[config.mk]
export PLATFORM = sky130hd
export DESIGN_NAME = axis_packet_arbiter
export DESIGN_NICKNAME = d
export VERILOG_FILES = /design/src/rtl/axis_packet_arbiter.sv
export SDC_FILE = /design/constraint.sdc
export NUM_CORES = 1
export LEC_CHECK = 0
export CAP_MARGIN = 20
export CORE_AREA = 2 2 39 41
export DETAILED_ROUTE_END_ITERATION = 16
export DIE_AREA = 0 0 41 43
export PLACE_DENSITY = 0.75
export SYNTH_ARGS = -nofsm -noshare
export SYNTH_HDL_FRONTEND = slang
export SYNTH_SLANG_ARGS = --single-unit
[constraint.sdc]
create_clock -name clk -period 2.4 [get_ports clk]
set_input_delay 0.48 -clock clk [delete_from_list [all_inputs] [get_ports clk]]
set_output_delay 0.48 -clock clk [all_outputs]
set_load 0.01 [all_outputs]
[src/rtl/axis_packet_arbiter.sv]
// Packet-granular round-robin arbiter sharing one AXI-Stream egress between
// NUM_STREAMS sources, with a programmable dead time after every packet.
module axis_packet_arbiter #(
   parameter int NUM_STREAMS = 2,
   parameter int AXIS_BYTES  = 1,
   parameter int GAP_CYCLES  = 0
) (
   input  logic                                clk,
   input  logic                                sreset,
   output logic [NUM_STREAMS-1:0]              axis_i_tready,
   input  logic [NUM_STREAMS-1:0]              axis_i_tvalid,
   input  logic [NUM_STREAMS-1:0]              axis_i_tlast,
   input  logic [NUM_STREAMS*AXIS_BYTES*8-1:0] axis_i_tdata,
   input  logic                                axis_o_tready,
   output logic                                axis_o_tvalid,
   output logic                                axis_o_tlast,
   output logic [AXIS_BYTES*8-1:0]             axis_o_tdata,
   output logic [NUM_STREAMS-1:0]              grant,
   output logic                                busy
);

   localparam int DW = AXIS_BYTES * 8;
   localparam int IW = (NUM_STREAMS > 1) ? $clog2(NUM_STREAMS) : 1;
   localparam int CW = (GAP_CYCLES > 0) ? $clog2(GAP_CYCLES + 1) : 1;

   typedef logic [IW-1:0] idx_t;
   typedef logic [CW-1:0] cnt_t;
   typedef enum logic [1:0] {
      ST_IDLE = 2'd0,
      ST_PASS = 2'd1,
      ST_GAP  = 2'd2
   } state_t;

   localparam idx_t LAST_IDX = idx_t'(NUM_STREAMS - 1);
   localparam cnt_t GAP_LOAD = (GAP_CYCLES > 0) ? cnt_t'(GAP_CYCLES - 1) : cnt_t'(0);

   state_t                 state_q, state_d;
   logic [NUM_STREAMS-1:0] grant_q, grant_d;
   idx_t                   last_q, last_d;
   cnt_t                   gap_q, gap_d;
   logic                   busy_q, busy_d;

   logic                   found_s;
   idx_t                   win_s;
   logic                   tvalid_s;
   logic                   tlast_s;
   logic [DW-1:0]          tdata_s;
   logic                   eop_s;

   // Round-robin search: indices above last_q first, then wrap to 0..last_q.
   always_comb begin
      logic hit_v;
      found_s = 1'b0;
      win_s   = '0;
      hit_v   = 1'b0;
      for (int j = 0; j < NUM_STREAMS; j++) begin
         hit_v   = !found_s && axis_i_tvalid[j] && (idx_t'(j) > last_q);
         win_s   = hit_v ? idx_t'(j) : win_s;
         found_s = found_s | hit_v;
      end
      for (int j = 0; j < NUM_STREAMS; j++) begin
         hit_v   = !found_s && axis_i_tvalid[j] && (idx_t'(j) <= last_q);
         win_s   = hit_v ? idx_t'(j) : win_s;
         found_s = found_s | hit_v;
      end
   end

   // Egress mux; grant_q is zero outside PASS, so stream 0 data leaks through idle.
   always_comb begin
      tvalid_s = 1'b0;
      tlast_s  = 1'b0;
      tdata_s  = axis_i_tdata[DW-1:0];
      for (int j = 0; j < NUM_STREAMS; j++) begin
         tvalid_s = grant_q[j] ? axis_i_tvalid[j]          : tvalid_s;
         tlast_s  = grant_q[j] ? axis_i_tlast[j]           : tlast_s;
         tdata_s  = grant_q[j] ? axis_i_tdata[j*DW +: DW]  : tdata_s;
      end
      eop_s = tvalid_s & tlast_s & axis_o_tready;
   end

   assign axis_o_tvalid = tvalid_s;
   assign axis_o_tlast  = tlast_s;
   assign axis_o_tdata  = tdata_s;
   assign axis_i_tready = grant_q & {NUM_STREAMS{axis_o_tready}};
   assign grant         = grant_q;
   assign busy          = busy_q;

   // Next-state logic for the IDLE/PASS/GAP controller.
   always_comb begin
      state_d = state_q;
      grant_d = grant_q;
      last_d  = last_q;
      gap_d   = gap_q;
      case (state_q)
         ST_IDLE: begin
            if (found_s) begin
               state_d = ST_PASS;
               last_d  = win_s;
               for (int j = 0; j < NUM_STREAMS; j++) begin
                  grant_d[j] = (idx_t'(j) == win_s);
               end
            end else begin
               state_d = ST_IDLE;
            end
         end
         ST_PASS: begin
            if (eop_s) begin
               grant_d = '0;
               if (GAP_CYCLES > 0) begin
                  state_d = ST_GAP;
                  gap_d   = GAP_LOAD;
               end else begin
                  state_d = ST_IDLE;
               end
            end else begin
               state_d = ST_PASS;
            end
         end
         ST_GAP: begin
            if (gap_q == cnt_t'(0)) begin
               state_d = ST_IDLE;
            end else begin
               gap_d = gap_q - cnt_t'(1);
            end
         end
         default: begin
            state_d = ST_IDLE;
            grant_d = '0;
         end
      endcase
      busy_d = (state_d != ST_IDLE);
   end

   // State registers; sreset overrides any transition including end of packet.
   always_ff @(posedge clk) begin
      if (sreset) begin
         state_q <= ST_IDLE;
         grant_q <= '0;
         last_q  <= LAST_IDX;
         gap_q   <= '0;
         busy_q  <= 1'b0;
      end else begin
         state_q <= state_d;
         grant_q <= grant_d;
         last_q  <= last_d;
         gap_q   <= gap_d;
         busy_q  <= busy_d;
      end
   end

endmodule

==> results.py <==
metrics = {
    "drt": {
        "route.detailed.vias_per_inst": 4.71,
        "antenna_violating_nets_post_route": 0,
        "detailedRoute.firstIterationViolations": 14,
        "dr_total_vias": 447,
        "wirelength_um": 959,
        "drt-pass1-iter-count": 3,
        "drt_drc_violations_left": 0,
        "wl_per_cell_um": 10.1,
    },
    "min_path": {
        "worstHoldPathType": "reg -> reg",
        "hold-path-endpoint": "last_q$_SDFFE_PP1P_",
        "worstHoldPathCells": 2,
        "worst_hold_startpoint": "last_q$_SDFFE_PP1P_",
    },
    "timing": {
        "highest_clock_rate_mhz": 453,
        "worst-slew-pin-transition_ps": 426,
        "post-route-period-util": 0.919,
        "final.setup_skew_ps": 0.979,
        "timing.setup.tns_ps": 0,
        "holdWs_ps": 468,
        "report.final.setup_viol": 0,
        "timing.slew.headroom": 0.715,
        "hold_viol": 0,
        "rsz_0062_raised_after_global_routing": "no",
        "post-route-min-period_ps": 2210,
        "final-max-slew-violation-count": 0,
    },
    "cells_and_area": {
        "diodes": 0,
        "final_core_util": 0.542,
        "synth_to_final_area_change_pct": 122,
        "count_of_filler_cells_inserted_in_the_layout": 148,
        "final_net_count": 104,
        "layout-drive-gt1-share": 0.203,
        "finish.cell_count_without_fillers": 95,
    },
    "yosys": {
        "yosysWarningCount": 0,
        "ys.flop_type": "dfxtp_1",
        "synth_edf_count": 0,
        "synthTopCellsByArea": "mux2_2, dfxtp_1, nand2_1, buf_6, o32ai_2",
        "synth_async_reset_ratio": 0,
        "synth_largest_type_area_fraction": 0.267,
        "synth.distinct_cells": 16,
        "post_synth_instance_area_sq_um": 338,
        "mappedNetlistNets": 61,
        "yosys.area.top_type": "mux2_2",
        "ys_seq_area_frac": 0.237,
        "syn_avg_cell_area_sq_um": 8.89,
        "ys_ff_latch": 4,
        "post_synth_inst_count": 38,
    },
    "place": {
        "finalWeightedCongestion": 0.696,
        "dp.cells": 92,
        "portBuffers": 37,
        "dp.final_hpwl_um": 801,
    },
    "worst_setup_path": {
        "cp-start-kind": "primary input",
        "cp_data_arrival_time_ps": 1730,
        "worst-r2r-setup-slack_ps": 1080,
        "timing.critical_path.cells": "clkdlybuf4s50_1, nand2_1, o21ai_0, clkdlybuf4s50_1",
        "path_class": "in -> out",
        "regToRegStartpoint": "grant[1]$_SDFFE_PP0P_",
        "reg2reg_to": "grant[1]$_SDFFE_PP0P_",
        "worst_path_largest_cell_delay_ps": 560,
        "crit_path_max_fanout": 2,
        "worst-r2r-cell-count": 4,
        "worst-endpoint-required_ps": 1920,
        "cp-end-kind": "output pin",
        "crit_slowest_cell": "clkdlybuf4s50_1",
        "critical-path-top-cell-by-count": "clkdlybuf4s50_1",
    },
    "clock_tree": {
        "clock_sinks": 4,
        "post-cts-setup-buffer-count": 0,
        "clk_pin_slew_ps": 40,
        "cts_made_buffers": 3,
        "cts_hold_buffers": 0,
        "clockBufferDepth": 2,
        "htree_num_levels": 1,
        "tritoncts": "built",
        "post_cts_sizing": 0,
        "cts.root.buffer_cell": "clkbuf_4",
        "worstSkewPairLatency_ps": 240,
    },
    "global_routing": {
        "grt.total_usage": 0.134,
        "grt_start_max_net_pins": 12,
        "grt_pass1_vias": 441,
        "grt_antenna_before_repair": 0,
        "grt_remaining_overflow": 0,
        "grt_pass1_wl_um": 1670,
    },
    "power": {
        "power_total_uw": 291,
        "ir_drop_mv": 0.164,
        "power.static_leakage_nw": 0.272,
        "pwr_density_cell_nw_per_um2": 387,
    },
    "status": {
        "run_status": "completed",
    },
    "floorplan": {
        "vert_die_dim_um": 43,
        "die_area_sq_um": 1760,
        "die_w_um": 41,
        "num_rows": 14,
        "pin_count": 38,
        "core_area_sq_um": 1380,
        "floorplan.initialDensity": 0.244,
    },
    "flow_run": {
        "drv.max_cap_violation_count": 0,
    },
}
-- state kept, by name, summed over array words and instances (netlist names) --
name,count
last_q,1
state_q,1
grant,2
-- power breakdown --
group          switching, mW  internal, mW  leakage [nW]  total [mW]
Combinational         0.0379        0.0862         0.225       0.124
Clock                 0.0292        0.0560        0.0138      0.0852
Sequential           0.00880        0.0725        0.0333      0.0813
-- placed cells by master (no fill, tap or decap) --
cell	n
clkdlybuf4s50_1	37
mux2_2	8
nand2_1	7
dfxtp_1	4
o21ai_0	3
clkbuf_4	3
buf_4	3
and2_1	2
nand3b_1	2
nor3_1	2
nand4b_1	1
nand3_1	1
a21oi_2	1
o21bai_1	1
o32ai_1	1
a21oi_1	1
and2_0	1
o32ai_2	1
-- routing by layer --
layer | global-route usage | wire length, um
met4 | 0.0600 | 20
met2 | 0.206 | 431
met5 | 0 | 0
met1 | 0.163 | 400
met3 | 0.0419 | 107
-- metrics by stage --
stage               instance area, sq um  worst slack, ps
floorplan                            338              942
CTS                                  751              177
global placement                     728              210
finish                               751              193
detailed placement                   728              210
global route                         751             42.1
-- cell usage after synthesis (2+ instances only) --
library cell,count
and2_1,2
nor3_1,2
nand3b_1,2
dfxtp_1,4
buf_6,2
o21ai_0,3
nand2_1,7
mux2_2,8
-- critical path, delay by kind of cell --
kind                   cells  cell delay (ps)
buffers and inverters      2             1040
AO/OA/AOI/OAI              1              150
AND/OR/NAND/NOR            1               50
-- cell type report --
type,instances,area [sq um],share of cell area
clock buffers,3,22.5,0.0300
well taps,16,20.0,0.0267
multi-input cells,32,235,0.313
repair buffers,40,393,0.523
flip-flops and latches,4,80.1,0.107
-- worst max path at each step --
stage                                      from              end  slack, ps  depth (start not counted)
after floorplan           grant[1]$_SDFFE_PP0P_  axis_o_tdata[4]        940                          3
final                           axis_i_tlast[0]     axis_o_tlast        190                          4
after CTS                 grant[1]$_SDFFE_PP0P_     axis_o_tlast        180                          4
after global routing      grant[1]$_SDFFE_PP0P_     axis_o_tlast         40                          4
after detailed placement        axis_i_tlast[0]     axis_o_tlast        210                          4
after global placement         axis_i_tvalid[0]    axis_o_tvalid        210                          4
-- cells by family after synthesis --
| family | synth area share |
|---|---|
| flops | 0.237 |
| simple gates | 0.248 |
| compound gates | 0.181 |
| mux | 0.267 |
| buf+inv | 0.0667 |
Power figures use the tool's default switching activity.
